==> src/rtl/inc_counter.sv <==
// Loadable up/down counter over the range [0, MAX]. Out-of-range results wrap or saturate.
// Compile-time option INC_PRESCALE_EN divides the count enable by PRESCALE.
module inc_counter #(
  parameter int WIDTH    = 7,
  parameter int MAX      = 2**WIDTH-1,
  parameter int PRESCALE = 4
) (
  input  logic             clk,
  input  logic             reset,
  input  logic             load,
  input  logic [WIDTH-1:0] d,
  input  logic             en,
  input  logic             up,
  input  logic [WIDTH-1:0] step,
  input  logic             sat,
  input  logic             clr_ovf,
  output logic [WIDTH-1:0] q,
  output logic             tc,
  output logic             ovf
);

  if (MAX < 1 || MAX > 2**WIDTH-1) begin : g_bad_max
    $error("inc_counter: MAX must lie in [1, 2**WIDTH-1]");
  end
  if (PRESCALE < 1) begin : g_bad_prescale
    $error("inc_counter: PRESCALE must be >= 1");
  end

  localparam logic [WIDTH-1:0] MAX_Q = WIDTH'(MAX);
  localparam logic [WIDTH:0]   MAX_E = (WIDTH+1)'(MAX);
  localparam logic [WIDTH:0]   RANGE = MAX_E + 1'b1;

  logic [WIDTH-1:0] s;
  logic [WIDTH-1:0] d_clamp;
  logic [WIDTH:0]   s_e;
  logic [WIDTH:0]   q_e;
  logic [WIDTH:0]   sum;
  logic [WIDTH-1:0] nxt;
  logic             bnd;
  logic             ps_last;
  logic             upd;

  assign s       = (step > MAX_Q) ? MAX_Q : step;
  assign d_clamp = (d > MAX_Q) ? MAX_Q : d;
  assign s_e     = {1'b0, s};
  assign q_e     = {1'b0, q};

  // Up-sum is formed one bit wider so the carry is visible to the range test.
  always_comb begin
    sum = '0;
    nxt = q;
    bnd = 1'b0;
    if (up) begin
      sum = q_e + s_e;
      if (sum > MAX_E) begin
        bnd = 1'b1;
        nxt = sat ? MAX_Q : WIDTH'(sum - RANGE);
      end else begin
        nxt = sum[WIDTH-1:0];
      end
    end else if (s > q) begin
      bnd = 1'b1;
      nxt = sat ? '0 : WIDTH'(q_e + RANGE - s_e);
    end else begin
      nxt = q - s;
    end
  end

`ifdef INC_PRESCALE_EN
  localparam int                PS_W    = (PRESCALE > 1) ? $clog2(PRESCALE) : 1;
  localparam logic [PS_W-1:0]   PS_LAST = PS_W'(PRESCALE-1);

  logic [PS_W-1:0] ps;

  assign ps_last = (ps == PS_LAST);

  always_ff @(posedge clk or posedge reset) begin
    if (reset) begin
      ps <= '0;
    end else if (load) begin
      ps <= '0;
    end else if (en) begin
      ps <= ps_last ? '0 : ps + 1'b1;
    end
  end
`else
  assign ps_last = 1'b1;
`endif

  assign upd = en && !load && ps_last;

  always_ff @(posedge clk or posedge reset) begin
    if (reset) begin
      q   <= '0;
      tc  <= 1'b0;
      ovf <= 1'b0;
    end else begin
      if (load) begin
        q  <= d_clamp;
        tc <= 1'b0;
      end else if (upd) begin
        q  <= nxt;
        tc <= bnd;
      end else begin
        tc <= 1'b0;
      end

      if (upd && bnd) begin
        ovf <= 1'b1;
      end else if (clr_ovf) begin
        ovf <= 1'b0;
      end
    end
  end

endmodule

==> config.mk <==
export PLATFORM = sky130hd
export DESIGN_NAME = inc_counter
export DESIGN_NICKNAME = d
export VERILOG_FILES = /design/src/rtl/inc_counter.sv
export SDC_FILE = /design/constraint.sdc
export NUM_CORES = 1
export LEC_CHECK = 0
export ABC_CLOCK_PERIOD_IN_PS = 5100
export CORE_MARGIN = 2
export CORE_UTILIZATION = 52
export CTS_CLUSTER_SIZE = 30
export DETAILED_ROUTE_END_ITERATION = 12
export GPL_ROUTABILITY_DRIVEN = 0
export PLACE_DENSITY = 0.85
export SLEW_MARGIN = 20
export SYNTH_ARGS = -nofsm -noshare
export SYNTH_HDL_FRONTEND = slang
export SYNTH_SLANG_ARGS = --single-unit
==> constraint.sdc <==
create_clock -name clk -period 5.1 [get_ports clk]
set_input_delay 0.51 -clock clk [delete_from_list [all_inputs] [get_ports clk]]
set_output_delay 0.51 -clock clk [all_outputs]
set_load 0.01 [all_outputs]
# Word level (Yosys, flattened, before mapping)
# Cells that the tools add are included.
[classes]
addsub = 5
eq_ne = 0
reduce_logical = 5
bitwise = 0
mul = 0
shifts = 0
div = 0
n_lt_le_gt_ge = 4
mux = 16
[op_table]
columns = ["cell", "n"]
rows = [
  ["7-bit two-way mux", 9],
  ["7-bit > comparator, second input constant", 2],
  ["7-bit subtractor", 2],
  ["7-bit by 7-bit adder with 8-bit output", 1],
  ["8-bit by 7-bit > comparator with 1-bit output, second input constant", 1],
  ["7-bit by 1-bit adder with 7-bit output, second input constant", 1],
  ["7-bit > comparator", 1],
  ["1-bit two-way mux", 7],
  ["7-bit by 1-bit subtractor with 7-bit output, second input constant", 1],
  ["2-bit nonzero test", 2],
  ["1-bit logical AND", 2],
  ["1-bit zero test", 1],
]
[word_totals]
elab_cells = 33
ff_bits = 9
latchBits = 0
ram_bits = 0
memories = 0
out_inout_bits = 9
romBits = 0
in_bits = 21

# Logic depth before layout (Yosys ltp)
# Gate-level depths: netlist of run 1.
[logic_depth]
word_depth = 9
depth_mapped = 9

# Worst setup path after synthesis of run 1
# Ideal clock, no wire load.
[synth_path]
path_kind = "input to register"
startpoint = "input step[1]"
endpoint = "register q[3]"
arrival_time_ns = 2.233
stages = 8
n_path_buf = 1
setup_slack_ns = 2.801
cell_sequence = "clkbuf_1 ha_1 nor2_1 o2111a_1 or3_1 or3_1 a32oi_1 a31o_1"
[synth_via]
elab_chain_len = 9
word_cells_on_any_way = 15
classes_between = "add/sub: 4; order compare: 3; mux: 8"
[synth_lines]
columns = ["element", "line_no", "source"]
rows = [
  ["from (decl)", "14", "input logic [WIDTH-1:0] step,"],
  ["7-bit > comparator", "43", "assign s = (step > MAX_Q) ? MAX_Q : step;"],
  ["7-bit two-way mux (*)", "43", ""],
  ["7-bit by 7-bit adder with 8-bit output", "54", "sum = q_e + s_e;"],
  ["7-bit by 1-bit subtractor with 7-bit output", "57", "nxt = sat ? MAX_Q : WIDTH'(sum - RANGE);"],
  ["7-bit two-way mux", "57", ""],
  ["7-bit two-way mux", "55", "if (sum > MAX_E) begin"],
  ["7-bit two-way mux (*)", "53", "if (up) begin"],
  ["7-bit two-way mux (*)", "101", "end else if (upd) begin"],
  ["7-bit two-way mux (*)", "98", "if (load) begin"],
  ["to (signal assigned)", "99", "q <= d_clamp;"],
  ["to (signal assigned)", "102", "q <= nxt;"],
  ["to (decl)", "17", "output logic [WIDTH-1:0] q,"],
]
# Mark *: on every way between the ends. The rest lies on a longest branch, timed or not. The select of a mux whose other input is x is not followed.
# A chain may end at the register's enable or synchronous reset.

# Worst setup path after layout of run 1
# Ends and elaborated chain as after synthesis.

==> results of run 1 <==
[where the power goes]
part	leakage [nW]	switching, mW	internal (mW)
Clock	0.0150	0.0233	0.0300
Combinational	0.532	0.106	0.0993
Sequential	0.111	0.0122	0.0806
Total	0.658	0.142	0.210
[per-layer routing]
metal  GRT usage  part of all wire  vias up
met4      0.0856             0.012        0
met5           0                 0        -
li1            -                 -      557
met2       0.383              0.46       36
met3      0.0263             0.051        4
met1       0.296              0.47      512
[area by class of cell]
cell class / count / area, um^2
Multi-Input combinational cell: 110 / 826
Clock buffer: 4 / 26.3
Inverter: 15 / 56.3
Sequential cell: 9 / 225
Tap cell: 28 / 35.0
Timing Repair Buffer: 29 / 290
Fill cell: 182 / 689
[flip-flops by register name (all words and copies together) (netlist names)]
signal / flops
q: 7
tc: 1
ovf: 1
[per-stage QoR]
| stage | cells | total power, mW | hold WS, ns | utilization | cell area (um^2) |
|---|---|---|---|---|---|
| 6_report | 195 | 0.351 | 0.512 | 0.679 | 1460 |
| 5_1_grt | 195 | 0.380 | 0.541 | 0.679 | 1460 |
| 4_1_cts | 195 | 0.350 | 0.523 | 0.679 | 1460 |
| 3_5_place_dp | 191 | 0.294 | 0.540 | 0.667 | 1430 |
| 3_3_place_gp | 191 | 0.293 | 0.530 | 0.667 | 1430 |
| 2_1_floorplan | 145 | 0.230 | 0.338 | - | 1150 |
[how the worst max path moves through the flow]
stage / from / end / slack (ns) / cells after the start
after floorplan: step[1] / q[3] / 2.80 / 8
after global placement: step[1] / q[3] / 2.15 / 9
after detailed placement: step[1] / q[3] / 2.12 / 9
after CTS: step[1] / q[3] / 2.37 / 9
after global routing: step[1] / q[3] / 2.25 / 9
final: step[1] / q[3] / 2.36 / 9
[cell usage after synthesis (2+ instances only)]
cell type	n	area, um^2
or3_1	2	12.5
a211oi_1	3	22.5
clkbuf_1	9	33.8
o21a_1	2	15.0
a21oi_1	12	60.1
nor4_1	2	12.5
xor2_1	4	35.0
o41ai_1	2	17.5
buf_2	2	10.0
o21ai_0	8	40.0
a22o_1	2	17.5
o31a_1	3	26.3
dfrtp_1	9	225
a21o_1	2	15.0
xnor2_1	5	43.8
ha_1	17	213
nor2_1	14	52.6
inv_1	15	56.3
nand2b_1	3	18.8
o211ai_1	2	15.0
o21bai_1	2	15.0
nand2_1	5	18.8
nor3_1	3	15.0
fa_1	2	40.0
[kinds of logic (layout without fill, tap and decap cells)]
logic type                 Yosys count  in the layout  synth area share
adders and majority gates           19             19             0.220
DFF                                  9              9             0.196
AOI/OAI and AO/OA                   48             48             0.288
xor gates and xnor gates             9              9            0.0685
buffers and inverters               26             48            0.0870
and+or+nand+nor                     34             34             0.141
==> run_results.csv, run 1 <==
group,metric,value,unit
pwr,peakVddDrop,0.000167,V
global_routing,track_usage,0.227,
floorplan,rows,17,
sta,skew,0.00304,ns
global_routing,grt_max_degree,15,
floorplan,core_area,0.00215,mm^2
synthesis,syn_inst,145,
floorplan,dieArea,0.00261,mm^2
placed_design,dp_hpwl,2160,um
critical_path,critPathKind,"in -> reg",
synthesis,async_flop_share,1.00,
route,drtAntennaViolNets,0,
final_layout,nNetsFinal,208,
final_layout,areaGrowthSynthToFinish,26.7,%
floorplan,initial_core_util,0.536,
floorplan,io_pins,30,
critical_path,arrival,2.93,ns
synthesis,synth_cell_types,39,
clocking,post_cts_buffers,0,
clocking,ctsResizeCount,0,
critical_path,cp_cell_sequence,"clkdlybuf4s50_1, inv_1, ha_1, or2_1, o2111a_1, or3_1, or3_1, a32oi_1, a31o_1",
synthesis,netlist_area,0.00115,mm^2
placed_design,io_buffers,29,
clocking,clk_pin_slew,0.06,ns
clocking,clock_sinks,9,
global_routing,grt_pass1_vias,1073,
synthesis,synth_edf_count,0,
critical_path,reg2regPathDepth,7,
sta,report.final.slew_viol_count,0,
global_routing,grt_overflow,0,
route,wl,2610,um
sta,worst_pin_slew,0.499,ns
clocking,cts_inserted_buffers,3,
synthesis,ys_seq_area_frac,0.196,
run,cap_violations,0,
synthesis,synth_nets,185,
clocking,ctsHoldBuffers,0,
clocking,h-tree-depth,1,
clocking,clock_latency,0.25,ns
synthesis,syn-mean-instance-area,7.94,um^2
global_routing,grt_first_pass_wirelength,4600,um
critical_path,cpMaxStageDelayCell,"clkdlybuf4s50_1",
sta,max_freq,0.365,GHz
synthesis,synth_ff_type,"dfrtp_1",
final_layout,final_cell_mix,"29 x clkdlybuf4s50_1, 17 x ha_1, 15 x inv_1",
clocking,cts_tree,"built",
sta,hold_viol,0,
final_layout,drive_gt1_frac,0.0299,
sta,fin_crit_sh,0.537,
sta,rsz0062_at_grt,"no",
pwr,leakage,0.658,nW
run_status,status,"completed",
floorplan,dieHeight,51.1,um
placed_design,place_ws,2.12,ns
sta,relSlewSlack,0.664,
critical_path,cp.required,5.29,ns
critical_path,reg2reg_to,"q[4]",
global_routing,grt_antenna_before_repair,0,
sta,setup_viol,0,
critical_path,rrSetupSlack,2.70,ns
critical_path,end_kind,"flop",
route,first_pass_iters,4,
synthesis,ys_warn_count,0,
route,vias,1109,
final_layout,antenna_cells,0,
route,drt_iter0_markers,34,
route,post-route-drc-count,0,
sta,period_minus_slack,2.74,ns
critical_path,critPathMaxStageDelay,0.57,ns
route,vias_per_cell,5.69,
critical_path,worstSetupStartpointType,"input port",
clocking,cts_buffer_depth,2,
critical_path,cpMostUsedCell,"or3_1",
pwr,power_density,241,mW/mm^2
critical_path,worstPathMaxFanout,4,
critical_path,regToRegStartpoint,"q[2]",
floorplan,die_w,51.1,um
final_layout,mostFrequentLayoutCell,"clkdlybuf4s50_1",
route,wire_per_inst,13.4,um
critical_path,path_buf_inv,2,
sta,fin_ws,2.36,ns
clocking,cts-root-buf,"clkbuf_4",
critical_path,critical_path.top_delay_family,"simple AND/OR/NAND/NOR gates",
sta,tns,0,ns
synthesis,ys_seq_elements,9,
worst_hold_path,hold_path_class,"in -> async",
Power figures use the tool's default switching activity.
==> inputs of run 2 (changes only) <==
--- a/config.mk
+++ b/config.mk
@@ -5,13 +5,13 @@
 export SDC_FILE = /design/constraint.sdc
 export NUM_CORES = 1
 export LEC_CHECK = 0
-export ABC_CLOCK_PERIOD_IN_PS = 5100
+export ABC_CLOCK_PERIOD_IN_PS = 2600
 export CORE_MARGIN = 2
-export CORE_UTILIZATION = 52
+export CORE_UTILIZATION = 49
 export CTS_CLUSTER_SIZE = 30
 export DETAILED_ROUTE_END_ITERATION = 12
 export GPL_ROUTABILITY_DRIVEN = 0
-export PLACE_DENSITY = 0.85
+export PLACE_DENSITY = 0.8
 export SLEW_MARGIN = 20
 export SYNTH_ARGS = -nofsm -noshare
 export SYNTH_HDL_FRONTEND = slang
==> constraint.sdc (replaced) <==
create_clock -name clk -period 2.6 [get_ports clk]
set_input_delay 0.26 -clock clk [delete_from_list [all_inputs] [get_ports clk]]
set_output_delay 0.26 -clock clk [all_outputs]
set_load 0.01 [all_outputs]
==> run_results.csv, run 2 (synthesis results as in run 1) <==
group,metric,value,unit
run_status,status,"completed",
sta,setup_viol,0,
pwr,switching_share,0.394,
clocking,ctsResizeCount,0,
worst_hold_path,hold_path_class,"in -> async",
placed_design,place_ws,-0.00787,ns
critical_path,worstPathMaxFanout,3,
critical_path,critPathKind,"in -> reg",
placed_design,dp_hpwl,2340,um
pwr,peakVddDrop,0.000345,V
floorplan,dieArea,0.00275,mm^2
final_layout,nNetsFinal,215,
clocking,cts_tree,"built",
critical_path,worstSetupStartpointType,"input port",
sta,fin_crit_sh,0.903,
final_layout,final_cell_mix,"29 x clkdlybuf4s50_1, 17 x ha_1, 15 x inv_1",
pwr,power.switching,281,uW
sta,skew,0.000406,ns
route,vias,1130,
final_layout,largest_reg_flops,7,
floorplan,rows,17,
placed_design,io_buffers,29,
final_layout,top_regs,"q x7, ovf x1, tc x1",
pwr,p_total,714,uW
floorplan,io_pins,30,
global_routing,grt_pass1_vias,1140,
floorplan,dieHeight,52.5,um
clocking,cts_buffer_depth,2,
final_layout,antenna_cells,0,
clocking,clock_sinks,9,
clocking,post_cts_buffers,0,
pwr,p_seq_frac,0.257,
sta,fin_ws,0.253,ns
global_routing,grt_overflow,0,
route,first_pass_iters,4,
critical_path,end_kind,"flop",
pwr,pwr-share-comb,0.591,
pwr,p_int,432,uW
clocking,h-tree-depth,1,
final_layout,top_register,"q",
critical_path,cp.required,2.80,ns
sta,hold_viol,0,
clocking,clock_latency,0.26,ns
critical_path,arrival,2.55,ns
global_routing,grt_max_degree,15,
route,wl,2760,um
sta,worst_pin_slew,0.498,ns
final_layout,mostFrequentLayoutCell,"clkdlybuf4s50_1",
sta,period_minus_slack,2.35,ns
sta,max_freq,0.426,GHz
final_layout,drive_gt1_frac,0.0690,
global_routing,track_usage,0.223,
pwr,power_density,472,mW/mm^2
route,post-route-drc-count,0,
pwr,clkPwrFrac,0.152,
global_routing,grt_first_pass_wirelength,4660,um
sta,rsz0062_at_grt,"no",
pwr,leakage,0.692,nW
floorplan,initial_core_util,0.520,
final_layout,regArea,225,um^2
clocking,ctsHoldBuffers,0,
clocking,cts_inserted_buffers,3,
floorplan,die_w,52.5,um
final_layout,multiInputGateArea,826,um^2
route,wire_per_inst,13.6,um
clocking,cts-root-buf,"clkbuf_4",
sta,relSlewSlack,0.666,
final_layout,num-fill-cells,200,
clocking,clk_pin_slew,0.06,ns
final_layout,utilization,0.683,
route,vias_per_cell,5.59,
global_routing,grt_antenna_before_repair,0,
floorplan,core_area,0.00221,mm^2
sta,report.final.slew_viol_count,0,
route,drtAntennaViolNets,0,
final_layout,areaGrowthSynthToFinish,31.3,%
run,cap_violations,0,
route,drt_iter0_markers,25,
==> run 2: final timing paths <==
check,from,to,slack [ns],depth (start not counted)
worst min register to register,ovf,ovf,0.57,2
worst min-delay path,reset,q[0],0.26,2
worst max-delay path,step[2],q[3],0.25,9
worst max register to register,q[2],q[3],0.28,7
min in group clk,d[1],q[1],0.54,3
max in group asynchronous,reset,q[5],2.09,2
==> run 2: cell type report <==
type | count | area share
Multi-Input combinational cell | 110 | 0.546
Timing Repair Buffer | 36 | 0.227
Sequential cell | 9 | 0.149
Inverter | 15 | 0.0373
Tap cell | 28 | 0.0232
Clock buffer | 4 | 0.0174
==> run 2: power groups by stage <==
stage / sequential, mW / clock (mW) / combinational (mW)
floorplan: 0.188 / 0 / 0.263
global placement: 0.184 / 0 / 0.410
detailed placement: 0.185 / 0 / 0.421
CTS: 0.184 / 0.111 / 0.423
global route: 0.187 / 0.117 / 0.469
finish: 0.183 / 0.109 / 0.422
==> run 2: per-layer routing <==
metal	track usage	vias up	wire, um
li1	-	570	-
met2	0.408	31	1410
met4	0.0256	0	0
met1	0.280	529	1250
met3	0.0343	0	96
met5	0	-	0
==> run 2: through the flow <==
step                TNS (ns)  instances  area [um^2]  hold WS (ns)
global route               0        202         1510         0.287
global placement           0        198         1490         0.525
CTS                        0        202         1510         0.264
finish                     0        202         1510         0.260
floorplan                  0        145         1150        0.0879
detailed placement  -0.00787        198         1490         0.547
==> run 2: critical path: stages <==
cell,delay (ns)
clkdlybuf4s50_1,0.48
inv_1,0.04
ha_1,0.18
or2_1,0.25
o2111a_1,0.28
or3_1,0.38
or3_1,0.35
a32oi_1,0.16
a31o_1,0.16
==> inputs of run 3 (changes only) <==
--- a/config.mk
+++ b/config.mk
@@ -6,12 +6,15 @@
 export NUM_CORES = 1
 export LEC_CHECK = 0
 export ABC_CLOCK_PERIOD_IN_PS = 2600
+export CELL_PAD_IN_SITES_DETAIL_PLACEMENT = 0
+export CELL_PAD_IN_SITES_GLOBAL_PLACEMENT = 2
 export CORE_MARGIN = 2
-export CORE_UTILIZATION = 49
-export CTS_CLUSTER_SIZE = 30
+export CORE_UTILIZATION = 27
+export CTS_CLUSTER_SIZE = 40
 export DETAILED_ROUTE_END_ITERATION = 12
 export GPL_ROUTABILITY_DRIVEN = 0
-export PLACE_DENSITY = 0.8
+export PLACE_DENSITY_LB_ADDON = 0.1
+export RECOVER_POWER = 25
 export SLEW_MARGIN = 20
 export SYNTH_ARGS = -nofsm -noshare
 export SYNTH_HDL_FRONTEND = slang
==> run_results.csv, run 3 (synthesis results as in run 1) <==
group,metric,value,unit
sta,rsz0062_at_grt,"no",
global_routing,grt_max_degree,12,
placed_design,dp.cells,227,
sta,max_freq,0.409,GHz
clocking,h-tree-depth,1,
critical_path,arrival,2.61,ns
floorplan,dieArea,0.00480,mm^2
floorplan,die_w,69.3,um
placed_design,io_buffers,29,
final_layout,stdcell_count,231,
sta,hold_viol,0,
sta,tns,0,ns
sta,relSlewSlack,0.655,
clocking,cts_inserted_buffers,3,
clocking,cts-root-buf,"clkbuf_8",
critical_path,end_kind,"flop",
pwr,switching_share,0.372,
route,drt_iter0_markers,34,
sta,hold_slack,0.443,ns
global_routing,grt_pass1_vias,1100,
final_layout,nNetsFinal,222,
sta,period_minus_slack,2.44,ns
final_layout,antenna_cells,0,
clocking,ctsResizeCount,0,
sta,fin_crit_sh,0.940,
clocking,post_cts_buffers,0,
final_layout,top_regs,"q x7, ovf x1, tc x1",
pwr,p_int,499,uW
route,drtAntennaViolNets,0,
global_routing,grt_antenna_before_repair,0,
floorplan,initial_core_util,0.284,
placed_design,post_dp_cell_area,0.00157,mm^2
sta,fin_ws,0.156,ns
floorplan,io_pins,30,
floorplan,core_area,0.00406,mm^2
global_routing,grt_first_pass_wirelength,5440,um
final_layout,largest_reg_flops,7,
critical_path,critPathKind,"in -> reg",
critical_path,worstSetupStartpointType,"input port",
route,post-route-drc-count,0,
clocking,cts_tree,"built",
pwr,pwr-share-comb,0.572,
pwr,power.switching,296,uW
clocking,cts_buffer_depth,2,
route,wl,3200,um
run,cap_violations,0,
clocking,ctsHoldBuffers,0,
clocking,clock_sinks,9,
sta,skew,0.00128,ns
critical_path,worstPathMaxFanout,3,
route,vias,1128,
route,vias_per_cell,4.88,
sta,report.final.slew_viol_count,0,
final_layout,areaGrowthSynthToFinish,39.9,%
placed_design,dp_hpwl,2710,um
final_layout,utilization,0.397,
worst_hold_path,hold_path_class,"in -> async",
floorplan,dieHeight,69.3,um
pwr,leakage,0.733,nW
pwr,p_seq_frac,0.227,
clocking,clk_pin_slew,0.05,ns
floorplan,rows,23,
global_routing,track_usage,0.138,
global_routing,grt_overflow,0,
sta,worst_pin_slew,0.512,ns
critical_path,regToRegStartpoint,"q[2]",
final_layout,mostFrequentLayoutCell,"clkdlybuf4s50_1",
final_layout,drive_gt1_frac,0.105,
final_layout,top_register,"q",
final_layout,design_area,0.00161,mm^2
sta,setup_viol,0,
critical_path,cp.required,2.77,ns
placed_design,place_ws,-0.0823,ns
clocking,clock_latency,0.23,ns
route,first_pass_iters,4,
pwr,power_density,494,mW/mm^2
pwr,p_total,795,uW
pwr,peakVddDrop,0.000246,V
critical_path,cp-startpoint,"step[2]",
final_layout,final_cell_mix,"28 x clkdlybuf4s50_1, 17 x ha_1, 15 x inv_1",
route,wire_per_inst,13.9,um
run_status,status,"completed",
pwr,clkPwrFrac,0.201,
run 3: cell types whose count changed in the layout (fill, tap and decap cells not counted), sizes merged:
cell	delta
buf	+7
dlygate4sd3	+1
clkdlybuf4s50	-1
run 3: final timing paths:
| kind | to | cells after the start | slack (ns) |
|---|---|---|---|
| min in group clk | ovf | 2 | 0.55 |
| setup reg to reg | q[3] | 7 | 0.26 |
| max in group asynchronous | q[3] | 2 | 1.89 |
| hold / removal | tc | 2 | 0.44 |
| hold reg to reg | ovf | 2 | 0.55 |
| setup / recovery | q[3] | 9 | 0.16 |
run 3: critical path, stage by stage:
cell	delay (ns)
clkdlybuf4s50_1	0.48
inv_1	0.05
ha_1	0.20
or2_1	0.24
o2111a_1	0.27
or3_1	0.38
or3_1	0.35
a32oi_1	0.20
a31o_1	0.17
run 3: final cells by class:
class | instances | area [um^2]
timing repair buffer | 43 | 395
sequential | 9 | 225
fill | 404 | 2450
inverter | 15 | 56.3
multi-input combinational | 110 | 826
clock buffer | 4 | 45.0
tap | 50 | 62.6
run 3: metal layers:
metal	wire length (um)	up-vias	global-route usage
met2	1490	32	0.224
met5	0	-	0
li1	-	582	-
met3	187	0	0.0247
met1	1530	514	0.194
met4	0	0	0.0196
run 3: power by group through the flow:
stage          clock network [mW]  logic (mW)  registers, mW
6_report                    0.160       0.454          0.180
5_1_grt                     0.173       0.507          0.185
4_1_cts                     0.164       0.461          0.182
3_5_place_dp                    0       0.456          0.183
3_3_place_gp                    0       0.462          0.183
2_1_floorplan                   0       0.263          0.188
